<file path="src/rtl/ssl_pkg.sv">
// ----------------------------------------------------------------------------
// ssl_pkg
// Shared definitions for the sound-source-localisation direction-of-arrival
// estimator:
//   - default frame length / lag width / physical lag limit
//   - width of a signed delay word (lag width + 1 sign bit)
//   - FSM state encoding of the estimator
//   - sector width
// ----------------------------------------------------------------------------
package ssl_pkg;

    // Default correlation frame length (power of two) and derived lag width.
    localparam int NDATA_DEFAULT     = 128;
    localparam int NDATA_LOG_DEFAULT = $clog2(NDATA_DEFAULT);

    // Largest physically meaningful |delay| in samples for the mic geometry.
    localparam int MAXLAG_DEFAULT    = 20;

    // A signed delay needs one bit more than a lag index so that the full
    // index range [0, NDATA-1] maps to [-NDATA/2, NDATA/2-1] without wrap.
    localparam int DEL_W_DEFAULT     = NDATA_LOG_DEFAULT + 1;

    // Earliest-arrival sector code: 0=ref, 1=A, 2=B, 3=C.
    localparam int SECTOR_W          = 2;

    // Estimator control states. Encoding is fixed so the debug port value
    // is stable across builds.
    typedef enum logic [1:0] {
        ST_IDLE = 2'd0,
        ST_MED  = 2'd1,
        ST_DEC  = 2'd2,
        ST_OUT  = 2'd3
    } fsm_state_e;

endpackage : ssl_pkg

</file>
<file path="src/rtl/median3.sv">
// ----------------------------------------------------------------------------
// median3
// Combinational signed median of three values.
//
// Ports
//   a, b, c : in  W signed  the three samples (order irrelevant)
//   y       : out W signed  the median value
// ----------------------------------------------------------------------------
module median3
    import ssl_pkg::*;
#(
    parameter int W = DEL_W_DEFAULT
) (
    input  logic signed [W-1:0] a,
    input  logic signed [W-1:0] b,
    input  logic signed [W-1:0] c,
    output logic signed [W-1:0] y
);

    logic signed [W-1:0] lo_ab;
    logic signed [W-1:0] hi_ab;
    logic signed [W-1:0] hi_c;

    // median(a,b,c) = max(min(a,b), min(max(a,b), c))
    always_comb begin
        lo_ab = (a < b) ? a : b;
        hi_ab = (a < b) ? b : a;
        hi_c  = (hi_ab < c) ? hi_ab : c;
        y     = (lo_ab > hi_c) ? lo_ab : hi_c;
    end

endmodule : median3

</file>
<file path="src/rtl/doa_estimator.sv">
// ----------------------------------------------------------------------------
// doa_estimator
// Turns the per-frame peak-lag indices of three cross-correlation arrays
// (mic A/B/C against the reference mic) into median-filtered signed delays,
// an earliest-arrival sector and an in-range flag.
//
// Ports
//   clk       : in  1            rising-edge clock
//   rst       : in  1            synchronous active-high reset
//   ena       : in  1            global enable; low holds all state
//   cntin     : in  NDATA_LOG    master sample counter
//   dIdA/B/C  : in  NDATA_LOG    peak-lag indices, valid when cntin==NDATA-1
//   dReady    : in  1            consumer ready
//   dValid    : out 1            result valid
//   dSector   : out 2            earliest mic: 0=ref, 1=A, 2=B, 3=C
//   dDelA/B/C : out NDATA_LOG+1  signed median-filtered delays
//   dInRange  : out 1            all three delays within +/-MAXLAG
//   dOvf      : out 1            sticky: a frame arrived while busy
//   fsm_state : out 2            current control state (debug)
//
// Output handshake: a result is transferred on a cycle where dValid and
// dReady are both high. Once dValid rises, dValid and every result output
// stay constant until that transfer; dValid may not drop without it (only
// reset discards a pending result). dReady may change freely.
// ----------------------------------------------------------------------------
module doa_estimator
    import ssl_pkg::*;
#(
    parameter int NDATA     = NDATA_DEFAULT,
    parameter int NDATA_LOG = $clog2(NDATA),
    parameter int MAXLAG    = MAXLAG_DEFAULT
) (
    input  logic                        clk,
    input  logic                        rst,
    input  logic                        ena,
    input  logic [NDATA_LOG-1:0]        cntin,
    input  logic [NDATA_LOG-1:0]        dIdA,
    input  logic [NDATA_LOG-1:0]        dIdB,
    input  logic [NDATA_LOG-1:0]        dIdC,
    input  logic                        dReady,
    output logic                        dValid,
    output logic [SECTOR_W-1:0]         dSector,
    output logic signed [NDATA_LOG:0]   dDelA,
    output logic signed [NDATA_LOG:0]   dDelB,
    output logic signed [NDATA_LOG:0]   dDelC,
    output logic                        dInRange,
    output logic                        dOvf,
    output logic [1:0]                  fsm_state
);

    localparam int DW = NDATA_LOG + 1;

    localparam logic [1:0] IDLE = ST_IDLE;
    localparam logic [1:0] MED  = ST_MED;
    localparam logic [1:0] DEC  = ST_DEC;
    localparam logic [1:0] OUT  = ST_OUT;

    localparam logic [NDATA_LOG-1:0] LAST_CNT = NDATA_LOG'(NDATA - 1);
    localparam logic signed [DW-1:0] HALF     = DW'(NDATA / 2);
    localparam logic signed [DW-1:0] LAG_MAX  = DW'(MAXLAG);
    localparam logic signed [DW-1:0] LAG_MIN  = -LAG_MAX;

    // ------------------------------------------------------------------
    // Frame strobe and lag-to-delay conversion
    // ------------------------------------------------------------------
    logic                 strobe;
    logic signed [DW-1:0] conv [3];

    assign strobe = ena && (cntin == LAST_CNT);

    // Zero-extend the index by one bit before subtracting so index 0 lands
    // on -NDATA/2 and index NDATA-1 on NDATA/2-1; no saturation needed.
    always_comb begin
        conv[0] = $signed({1'b0, dIdA}) - HALF;
        conv[1] = $signed({1'b0, dIdB}) - HALF;
        conv[2] = $signed({1'b0, dIdC}) - HALF;
    end

    // ------------------------------------------------------------------
    // Per-channel 3-deep history (slot 0 newest) and median filters
    // ------------------------------------------------------------------
    logic signed [DW-1:0] hist     [3][3];
    logic signed [DW-1:0] med_comb [3];
    logic signed [DW-1:0] med_q    [3];

    for (genvar ch = 0; ch < 3; ch++) begin : g_med
        median3 #(.W(DW)) u_median3 (
            .a (hist[ch][0]),
            .b (hist[ch][1]),
            .c (hist[ch][2]),
            .y (med_comb[ch])
        );
    end

    // ------------------------------------------------------------------
    // Decision logic on the registered medians
    // ------------------------------------------------------------------
    logic                any_neg;
    logic [SECTOR_W-1:0] sector_c;
    logic                in_range_c;

    always_comb begin
        any_neg    = med_q[0][DW-1] | med_q[1][DW-1] | med_q[2][DW-1];
        in_range_c = 1'b1;
        for (int ch = 0; ch < 3; ch++) begin
            if (med_q[ch] < LAG_MIN || med_q[ch] > LAG_MAX) begin
                in_range_c = 1'b0;
            end
        end
        // Most negative median wins; "<=" gives A priority over B and C,
        // and B over C, when medians tie.
        if (!any_neg) begin
            sector_c = 2'd0;
        end else if (med_q[0] <= med_q[1] && med_q[0] <= med_q[2]) begin
            sector_c = 2'd1;
        end else if (med_q[1] <= med_q[2]) begin
            sector_c = 2'd2;
        end else begin
            sector_c = 2'd3;
        end
    end

    // ------------------------------------------------------------------
    // Control FSM and registered outputs
    // ------------------------------------------------------------------
    logic [1:0] state;

    assign fsm_state = state;

    always_ff @(posedge clk) begin
        if (rst) begin
            state    <= IDLE;
            dValid   <= 1'b0;
            dSector  <= '0;
            dDelA    <= '0;
            dDelB    <= '0;
            dDelC    <= '0;
            dInRange <= 1'b1;
            dOvf     <= 1'b0;
            for (int ch = 0; ch < 3; ch++) begin
                med_q[ch] <= '0;
                for (int s = 0; s < 3; s++) begin
                    hist[ch][s] <= '0;
                end
            end
        end else begin
            // The output transfer is not gated by ena so a consumer can
            // always drain a finished result.
            if (state == OUT && dValid && dReady) begin
                dValid <= 1'b0;
                state  <= IDLE;
            end else if (ena) begin
                case (state)
                    IDLE: begin
                        if (strobe) begin
                            for (int ch = 0; ch < 3; ch++) begin
                                hist[ch][2] <= hist[ch][1];
                                hist[ch][1] <= hist[ch][0];
                                hist[ch][0] <= conv[ch];
                            end
                            state <= MED;
                        end
                    end
                    MED: begin
                        for (int ch = 0; ch < 3; ch++) begin
                            med_q[ch] <= med_comb[ch];
                        end
                        state <= DEC;
                    end
                    DEC: begin
                        dDelA    <= med_q[0];
                        dDelB    <= med_q[1];
                        dDelC    <= med_q[2];
                        dSector  <= sector_c;
                        dInRange <= in_range_c;
                        dValid   <= 1'b1;
                        state    <= OUT;
                    end
                    default: begin
                        // OUT: waiting for the consumer.
                        state <= state;
                    end
                endcase
            end

            // Any strobe outside IDLE is a dropped frame, including one that
            // lands on the very cycle of the output transfer.
            if (strobe && state != IDLE) begin
                dOvf <= 1'b1;
            end
        end
    end

endmodule : doa_estimator

</file>
<file path="config.mk">
export PLATFORM = sky130hd
export DESIGN_NAME = doa_estimator
export DESIGN_NICKNAME = d
export VERILOG_FILES = /design/src/rtl/ssl_pkg.sv /design/src/rtl/median3.sv /design/src/rtl/doa_estimator.sv
export SDC_FILE = /design/constraint.sdc
export NUM_CORES = 1
export LEC_CHECK = 0
export ABC_CLOCK_PERIOD_IN_PS = 6000
export CORE_ASPECT_RATIO = 1.1
export CORE_UTILIZATION = 35
export DETAILED_ROUTE_END_ITERATION = 6
export HOLD_SLACK_MARGIN = 0.1
export PLACE_DENSITY = 0.55
export SETUP_SLACK_MARGIN = 0.2
export SYNTH_ARGS = -nofsm -noshare
export SYNTH_HDL_FRONTEND = slang
export SYNTH_SLANG_ARGS = --single-unit
</file>
<file path="constraint.sdc">
create_clock -name clk -period 6 [get_ports clk]
set_input_delay 1.5 -clock clk [delete_from_list [all_inputs] [get_ports clk]]
set_output_delay 1.5 -clock clk [all_outputs]
set_load 0.01 [all_outputs]
</file>
==> impl_metrics.json <==
{
  "status": "finished, final reports clean",
  "row_count": 56,
  "synth.distinct_cells": 63,
  "nets": 968,
  "ant_nets": 0,
  "synth-xor-area-share": 0,
  "p_sw_frac": 0.292,
  "hp-start": "dSector[1]",
  "r2r-start": "hist[0][21]",
  "crit_type": "reg2reg",
  "worstPathMaxFanout": 8,
  "p_comb_frac": 0.265,
  "synth_fa_ha_area_frac": 0.137,
  "reg2reg_to": "med_q[0][5]",
  "netSwitchingPower_uw": 603,
  "grt_pass1_vias": 5629,
  "regToRegSetupSlack_ps": 410,
  "synth.net_count": 902,
  "synth_edf_count": 84,
  "cpLargestDelayFamily": "compound AO/OA/AOI/OAI gates",
  "port_buffers": 62,
  "tightestPinTransition_ps": 774,
  "muxShareOfSynthArea": 0.0563,
  "routed_via_density": 5.13,
  "clkLatencyLatePin_ps": 360,
  "setup_viol": 0,
  "setup-tns-final_ps": 0,
  "area_growth_pct": 18.3,
  "core_area_sq_um": 21200,
  "grt_overflow": 0,
  "avgSynthCellArea_sq_um": 9.60,
  "relSlewSlack": 0.484,
  "fin_worst_skew_ps": 8.50,
  "htreeDepth": 3,
  "path_clk_slew_ps": 70,
  "reg2reg_depth": 19,
  "worstPathCellList": "ha_1, a2111oi_1, o21a_2, or2_1, buf_4, mux2_2, ha_1, a21oi_1, o2111ai_2, o311ai_4, mux2i_1, ha_1, nor2b_1, o21a_1, o21ai_0, a41oi_2, o21bai_1, nor3b_1, nor4b_2",
  "synth-main-ff-cell": "edfxtp_1",
  "yosys.area_share.simple": 0.178,
  "synth_area_leaders": "edfxtp_1 33%, ha_1 14%, dfxtp_1 7.4%",
  "syn_inst": 787,
  "p_seq_frac": 0.424,
  "dieArea_sq_um": 22200,
  "arrival_ps": 5680,
  "whs_ps": 450,
  "worst_path_max_delay_cell": "o311ai_4",
  "synth_compound_area_frac": 0.168,
  "wl_per_cell_um": 15.2,
  "antenna_found_initial": 0,
  "cts.path.max_buffers": 2,
  "p_int_mw": 1.46,
  "grt_max_degree": 64,
  "grt_setup_unrepaired": "no",
  "hold_viol_final": 0,
  "antenna_cells": 0,
  "slew_violations": 0,
  "drive_above_1_share": 0.0932,
  "die_x_um": 142,
  "whs_path_depth": 2,
  "crit_path_max_incr_delay_ps": 590,
  "netlist_area_sq_um": 7550,
  "p_leak_nw": 3.42,
  "min_path_type": "reg2reg",
  "gp_congestion": 0.880,
  "p_clk_frac": 0.311,
  "synth_top_area_share": 0.334,
  "crit_buf_inv": 1,
  "critPathLaunchType": "flop",
  "first_iter_violations": 303,
  "required_ps": 6090,
  "grt_pass1_wl_um": 28200,
  "drtPass1Iterations": 4,
  "yosysSeqAreaShare": 0.408,
  "grt_usage": 0.162,
  "powerDensity_nw_per_um2": 231,
  "worst-path-stages": 19,
  "ir_drop_mv": 0.133,
  "start_util": 0.356,
  "min_to": "dSector[1]",
  "cts.sinks": 112,
  "yosys.area.top_type": "edfxtp_1",
  "fmax_mhz": 179,
  "drc": 0,
  "synth.ff_latch_count": 112,
  "path_common_cell": "ha_1",
  "finalWirelength_um": 17500,
  "hpwl_um": 13100,
  "ios": 63,
  "layout_min_cycle_time_ps": 5590,
  "synth-async-reset-ratio": 0,
  "fillers": 2099,
  "endpoint_kind": "flop",
  "period_share": 0.932,
  "cts_tree": "built",
  "routed-via-count": 5888,
  "cts_root_buffer": "clkbuf_16",
  "maxCapViolCount": 0,
  "die_h_um": 156,
  "synth_top_family_by_area": "simple AND/OR/NAND/NOR gates",
  "numCtsBuffers": 9,
  "yosysWarnings": 0,
  "power_mw": 2.06
}
layout by cell type (no fill, tap or decap), drive strengths merged, types with 19 or more instances in the layout:
cell type | netlist | routed
nand2 | 65 | 65
inv | 69 | 70
nor3 | 34 | 34
clkdlybuf4s50 | 0 | 62
mux2i | 20 | 20
mux2 | 20 | 20
a21oi | 46 | 46
and2 | 45 | 45
nand3 | 19 | 19
nor2 | 35 | 35
ha | 83 | 83
buf | 8 | 22
o21ai | 80 | 80
dfxtp | 28 | 28
edfxtp | 84 | 84
Yosys cell counts (all sizes together), types with 7 or more instances:
master,number
nor3b,7
a21oi,46
nor3,34
o21a,11
mux2,20
a211oi,7
inv,69
nand3,19
buf,8
mux2i,20
nand2,65
nand2b,15
and2,45
nor2b,13
clkbuf,21
dfxtp,28
nor2,35
o21ai,80
ha,83
edfxtp,84
worst min-delay path, delay by kind of cell, from the launching register on:
family           cells  cell delay (ps)
AO/OA/AOI/OAI        1               50
flip-flops           1              310
AND/OR/NAND/NOR      1               50
cell type report:
class                   count  area, sq um  share of cell area
multi-input cells         577         4120               0.461
flip-flops and latches    112         3080               0.345
repair buffers             84          798              0.0893
well taps                 290          363              0.0406
inverters                  69          259              0.0290
clock buffers              10          229              0.0256
clock inverters             6         82.6             0.00924
per-stage QoR:
step	cell area, sq um	setup WS (ps)	util	instances
3_3_place_gp	8560	361	0.403	1128
3_5_place_dp	8560	328	0.403	1128
2_1_floorplan	7550	563	-	787
5_1_grt	8940	120	0.421	1148
6_report	8940	407	0.421	1148
4_1_cts	8870	276	0.418	1144
kinds of logic (layout without fill, tap and decap cells):
group           Yosys count  after routing
simple gates            257            257
compound gates          197            197
flops                   112            112
buf+inv                  98            169
fa+ha+maj                83             83
mux                      40             40
sequential cells by signal (all words and copies together) (netlist names):
| name | flops |
|---|---|
| dDelA | 7 |
| dDelB | 7 |
| dDelC | 7 |
| dInRange | 1 |
| dOvf | 1 |
| dSector | 2 |
| dValid | 1 |
| fsm_state | 2 |
| hist | 63 |
| med_q | 21 |
layer usage:
metal / vias to the layer above / track usage / wire length [um]
met5: - / 0 / 0
met4: 0 / 0.0681 / 333
met3: 22 / 0.0246 / 611
met2: 99 / 0.254 / 7750
met1: 2755 / 0.220 / 8790
li1: 3012 / - / -
power by group through the flow:
stage          sequential (mW)  combinational (mW)  clock [mW]
2_1_floorplan            0.883               0.381           0
3_3_place_gp             0.892               0.521           0
3_5_place_dp             0.892               0.523           0
4_1_cts                  0.874               0.529       0.659
5_1_grt                  0.878               0.610       0.686
6_report                 0.874               0.547       0.643
what timing repair did:
action	CTS	global route
hold endpoints to repair	0	0
gates resized for setup	0	12
setup endpoints to repair	0	14
setup buffers	0	4
hold buffers	0	0
how the worst max path moves through the flow:
stage,end,from,slack [ps]
global route,med_q[0][5],hist[0][21],120
floorplan,med_q[0][1],hist[0][23],560
global placement,med_q[0][5],hist[0][21],360
finish,med_q[0][5],hist[0][21],410
detailed placement,med_q[0][7],hist[0][13],330
CTS,med_q[0][5],hist[0][13],280
(Power assumes the default switching activity.)
